[src/rtl/inc_rr_arbiter.sv]
// rtl/inc_rr_arbiter.sv - round-robin shared prefix incrementer with one-deep result register
module inc_prefix #(
  parameter int LOGWIDTH = 5
) (
  input  logic [(1<<LOGWIDTH)-1:0] a,
  output logic [(1<<LOGWIDTH)-1:0] s,
  output logic                     cout
);
  localparam int W = 1 << LOGWIDTH;

  // lvl[k][i] = AND of a[i] down to a[i-2**k+1]; final level gives the full prefix
  logic [LOGWIDTH:0][W-1:0] lvl;

  always_comb begin
    lvl    = '0;
    lvl[0] = a;
    for (int k = 0; k < LOGWIDTH; k++) begin
      for (int i = 0; i < W; i++) begin
        if (i >= (1 << k))
          lvl[k+1][i] = lvl[k][i] & lvl[k][i-(1<<k)];
        else
          lvl[k+1][i] = lvl[k][i];
      end
    end
  end

  assign s    = a ^ {lvl[LOGWIDTH][W-2:0], 1'b1};
  assign cout = lvl[LOGWIDTH][W-1];
endmodule

module inc_rr_arbiter #(
  parameter int LOGWIDTH = 5,
  parameter int NREQ     = 4,
  parameter int IDW      = 2
) (
  input  logic                             clk,
  input  logic                             reset,
  input  logic [NREQ-1:0]                  req_valid,
  input  logic [NREQ*(1<<LOGWIDTH)-1:0]    req_data,
  output logic [NREQ-1:0]                  req_ready,
  output logic                             resp_valid,
  input  logic                             resp_ready,
  output logic [(1<<LOGWIDTH)-1:0]         resp_data,
  output logic                             resp_cout,
  output logic [IDW-1:0]                   resp_id,
  output logic [7:0]                       busy_cnt
);
  localparam int W = 1 << LOGWIDTH;

  typedef enum logic {EMPTY, FULL} state_t;

  state_t          state;
  logic [IDW-1:0]  ptr;
  logic            can_accept;
  logic            granted;
  logic [IDW-1:0]  gidx;
  logic [W-1:0]    sel_data;
  logic [W-1:0]    inc_s;
  logic            inc_cout;

  // Gated by reset so nothing is offered while the block is held in reset
  assign can_accept = !reset && ((state == EMPTY) || resp_ready);

  always_comb begin
    req_ready = '0;
    granted   = 1'b0;
    gidx      = '0;
    for (int j = 0; j < NREQ; j++) begin
      int idx;
      idx = int'(ptr) + j;
      if (idx >= NREQ) idx = idx - NREQ;
      if (!granted && can_accept && req_valid[IDW'(idx)]) begin
        granted               = 1'b1;
        gidx                  = IDW'(idx);
        req_ready[IDW'(idx)]  = 1'b1;
      end
    end
  end

  always_comb begin
    sel_data = '0;
    for (int i = 0; i < NREQ; i++)
      if (req_ready[i]) sel_data = sel_data | req_data[i*W +: W];
  end

  inc_prefix #(.LOGWIDTH(LOGWIDTH)) u_inc (
    .a    (sel_data),
    .s    (inc_s),
    .cout (inc_cout)
  );

  assign resp_valid = (state == FULL);

  always_ff @(posedge clk or posedge reset) begin
    if (reset) begin
      state     <= EMPTY;
      ptr       <= '0;
      resp_data <= '0;
      resp_cout <= 1'b0;
      resp_id   <= '0;
      busy_cnt  <= '0;
    end else begin
      if (granted) begin
        state     <= FULL;
        resp_data <= inc_s;
        resp_cout <= inc_cout;
        resp_id   <= gidx;
        ptr       <= (gidx == IDW'(NREQ-1)) ? '0 : gidx + 1'b1;
      end else if (state == FULL && resp_ready) begin
        state <= EMPTY;
      end
      if ((|req_valid) && !granted && busy_cnt != 8'hFF)
        busy_cnt <= busy_cnt + 8'd1;
    end
  end
endmodule

[config.mk]
export PLATFORM = sky130hd
export DESIGN_NAME = inc_rr_arbiter
export DESIGN_NICKNAME = d
export VERILOG_FILES = /design/src/rtl/inc_rr_arbiter.sv
export SDC_FILE = /design/constraint.sdc
export NUM_CORES = 1
export LEC_CHECK = 0
export BUFFER_PORTS_ARGS = -buffer_cell sky130_fd_sc_hd__buf_2
export CORE_MARGIN = 10
export CORE_UTILIZATION = 45
export DETAILED_ROUTE_END_ITERATION = 10
export GPL_TIMING_DRIVEN = 0
export PLACE_DENSITY = 0.8
export SLEW_MARGIN = 20
export SYNTH_ARGS = -nofsm -noshare
export SYNTH_HDL_FRONTEND = slang
export SYNTH_SLANG_ARGS = --single-unit
[constraint.sdc]
create_clock -name clk -period 7.6 [get_ports clk]
set_input_delay 0.76 -clock clk [delete_from_list [all_inputs] [get_ports clk]]
set_output_delay 0.76 -clock clk [all_outputs]
set_load 0.02 [all_outputs]
==> impl_metrics.env <==
export IMPL_period_minus_slack_ns=4.91
export IMPL_n_fill_cell=704
export IMPL_use_met2=0.375
export IMPL_cp_num_cells=17
export IMPL_p_leak_nw=2.43
export IMPL_grt_overflow=0
export IMPL_power_density_mw_per_mm2=375
export IMPL_period_share=0.646
export IMPL_yosysWarnings=0
export IMPL_netSwitchingPower_mw=0.902
export IMPL_crit_end="resp_data[30]"
export IMPL_wl_per_cell_um=21.3
export IMPL_die_h_um=110
export IMPL_grt_usage=0.225
export IMPL_crit_type="reg2reg"
export IMPL_pwr_share_clk=0.081
export IMPL_synth_top_area_share=0.314
export IMPL_ctsHoldBuffers=0
export IMPL_p_comb_frac=0.674
export IMPL_cts_root_buf="clkbuf_8"
export IMPL_dieArea_mm2=0.0122
export IMPL_finalSetupTns_ns=0
export IMPL_coreArea_mm2=0.00781
export IMPL_gr_max_usage_layer="met2"
export IMPL_chipWidth_um=110
export IMPL_h_tree_depth=2
export IMPL_critPathSlowestCell="dfrtp_1"
export IMPL_worstSetupEndpointType="register"
export IMPL_synthesis_nets=539
export IMPL_r2r_setup_slack_ns=2.69
export IMPL_syn_area_per_cell_um2=9.30
export IMPL_rsz0062_at_grt="false"
export IMPL_vias=4084
export IMPL_via_per_inst=5.97
export IMPL_cpMostUsedCell="nand2_1"
export IMPL_status="finished, final reports clean"
export IMPL_cts_tree="done"
export IMPL_r2r_start="ptr[1]"
export IMPL_cp_startpoint="ptr[1]"
export IMPL_synth_ff_type="dfrtp_1"
export IMPL_antenna_found_initial=0
export IMPL_finalClockSkew_ns=0.00627
export IMPL_ctsResizeCount=0
export IMPL_cts_buffers_inserted=5
export IMPL_max_clock_freq_ghz=0.204
export IMPL_ys_seq_elements=46
export IMPL_synth_edf_count=0
export IMPL_critical_path_buf_inv_count=5
export IMPL_port_buffers=180
export IMPL_netlist_area_mm2=0.00367
export IMPL_synth_most_common_cell="nand2_1"
export IMPL_worstHoldStart="resp_data[13]"
export IMPL_crit_family="compound AO/OA/AOI/OAI gates"
export IMPL_fin_util=0.615
export IMPL_grt_pass1_vias=4053
export IMPL_antenna_cells=0
export IMPL_layout_nets=727
export IMPL_cts_setup_buffers=0
export IMPL_hpwl_mm=11.9
export IMPL_r2r_end="resp_data[30]"
export IMPL_start_util=0.470
export IMPL_min_path_type="reg2reg"
export IMPL_power_frac_seq=0.246
export IMPL_p_sw_frac=0.501
export IMPL_routabilityCongestion=0.920
export IMPL_grt_pass1_wl_mm=21.7
export IMPL_crit_chain="clkbuf_1 -> inv_1 -> ha_1 -> buf_2 -> mux4_2 -> nand2_1 -> mux2_2 -> o211ai_2 -> buf_4 -> buf_2 -> a22o_1 -> a221o_1 -> nand2_1 -> nor3b_2 -> nand2_1 -> o41a_1 -> a221o_1"
export IMPL_post_synth_top_area_cell="dfrtp_1"
export IMPL_drv_slew=0
export IMPL_ir_drop_v=0.000177
export IMPL_critical_path_required_ns=7.78
export IMPL_use_met3=0.0499
export IMPL_grtUsageMet1=0.280
export IMPL_rows=32
export IMPL_startpoint_type="register"
export IMPL_internal_power_mw=0.899
export IMPL_hold_violations=0
export IMPL_setup_viol=0
export IMPL_clkTransAtPathRegs_ns=0.09
export IMPL_final_layout_size_suffix_gt1_frac=0.421
export IMPL_synth_area_top_cells="dfrtp_1 (31%), nand2_1 (7.2%), mux2i_1 (4.6%)"
export IMPL_routed_wirelength_mm=14.6
export IMPL_postRouteAntennaNets=0
export IMPL_max_stage_delay_ns=0.57
export IMPL_synthArstFlopShare=1.00
export IMPL_synth_common_cells="nand2_1 (70), dfrtp_1 (46), o21ai_0 (18), mux2i_1 (17)"
export IMPL_grt_max_degree=25
export IMPL_num_io_pins=183
export IMPL_clock_sinks=46
export IMPL_clockBufferDepth=2
export IMPL_power_mw=1.80
export IMPL_syn_inst=394
export IMPL_dr_pass1_iters=5
export IMPL_syn2layout_area_growth_pct=31.0
export IMPL_drv_cap=0
export IMPL_r2r_cells=17
export IMPL_drc=0
export IMPL_yosysSeqAreaShare=0.314
export IMPL_clock_latency_ns=0.30
export IMPL_yosys_cell_types_count=68
export IMPL_drtIter0Drc=467
export IMPL_max_slew_margin_rel=0.454
export IMPL_path_max_fanout=10
export IMPL_worst_slew_pin_transition_ns=0.809
export IMPL_worstPathArrival_ns=5.09
==> state kept, by name (all words and copies together), names as in the netlist, named ones only <==
signal	flops
resp_valid	1
busy_cnt	8
resp_cout	1
ptr	1
resp_data	32
resp_id	2
==> worst min path at each step <==
stage,end,slack [ns],cells past startpoint
floorplan,resp_data[10],0.58,2
finish,resp_data[13],0.47,2
CTS,resp_data[13],0.47,2
global route,resp_data[3],0.50,2
global placement,resp_data[13],0.44,2
detailed placement,resp_data[13],0.45,2
==> worst register-to-register path: stages, from the launching register on <==
cell      delay, ns
dfrtp_1        0.57
clkbuf_1       0.39
inv_1          0.20
ha_1           0.30
buf_2          0.19
mux4_2         0.39
nand2_1        0.06
mux2_2         0.27
o211ai_2       0.29
buf_4          0.27
buf_2          0.28
a22o_1         0.18
a221o_1        0.16
nand2_1        0.10
nor3b_2        0.20
nand2_1        0.21
o41a_1         0.45
a221o_1        0.27
==> cells by family (layout without fill, tap and decap cells) <==
family / Yosys count / count (layout) / share of synthesized area
AOI/OAI and AO/OA: 110 / 110 / 0.250
DFF: 46 / 46 / 0.314
xor gates and xnor gates: 21 / 21 / 0.0502
buffers and inverters: 35 / 223 / 0.0587
adders and majority gates: 10 / 10 / 0.0341
and+or+nand+nor: 145 / 145 / 0.210
muxes: 27 / 27 / 0.0833
==> cell type report <==
type,instances,area [um^2],area share
Tap cell,102,128,0.0266
Inverter,11,41.3,0.00860
Multi-Input combinational cell,313,2300,0.479
Timing Repair Buffer,181,928,0.193
Buffer,24,174,0.0362
Sequential cell,46,1150,0.240
Clock buffer,5,68.8,0.0143
Clock inverter,2,10.0,0.00208
==> cell usage in the layout, fill, tap and decap left out, types with 6 or more instances in the layout <==
master	instances
a22o_1	15
xnor2_1	10
nand2_1	70
nand4_1	8
inv_1	10
xor2_1	11
o21ai_0	18
buf_6	6
nor2_1	12
mux2_2	8
nand3_1	10
a21oi_1	16
ha_1	10
buf_2	185
a221o_1	10
a222oi_1	16
mux2i_1	17
dfrtp_1	46
and3_1	8
==> through the flow <==
| step | setup WS [ns] | hold slack, ns | instance area (um^2) | cells |
|---|---|---|---|---|
| 4_1_cts | 2.74 | 0.471 | 4800 | 684 |
| 2_1_floorplan | 3.40 | 0.583 | 3670 | 394 |
| 6_report | 2.69 | 0.470 | 4800 | 684 |
| 3_3_place_gp | 2.80 | 0.445 | 4690 | 676 |
| 3_5_place_dp | 2.77 | 0.451 | 4720 | 677 |
| 5_1_grt | 2.27 | 0.500 | 4800 | 684 |
==> power by group through the flow <==
stage          combinational (mW)  sequential, mW  clock [mW]
2_1_floorplan               0.715           0.562           0
3_3_place_gp                 1.18           0.439           0
3_5_place_dp                 1.20           0.446           0
4_1_cts                      1.21           0.441       0.146
5_1_grt                      1.32           0.458       0.156
6_report                     1.21           0.443       0.145
==> routing by layer <==
metal  up-vias  part of all wire
met5         -                 0
met2       205              0.50
li1       1879                 -
met4         0             0.020
met3        25             0.098
met1      1975              0.38
Note: power is estimated with default switching activity, not from simulation.
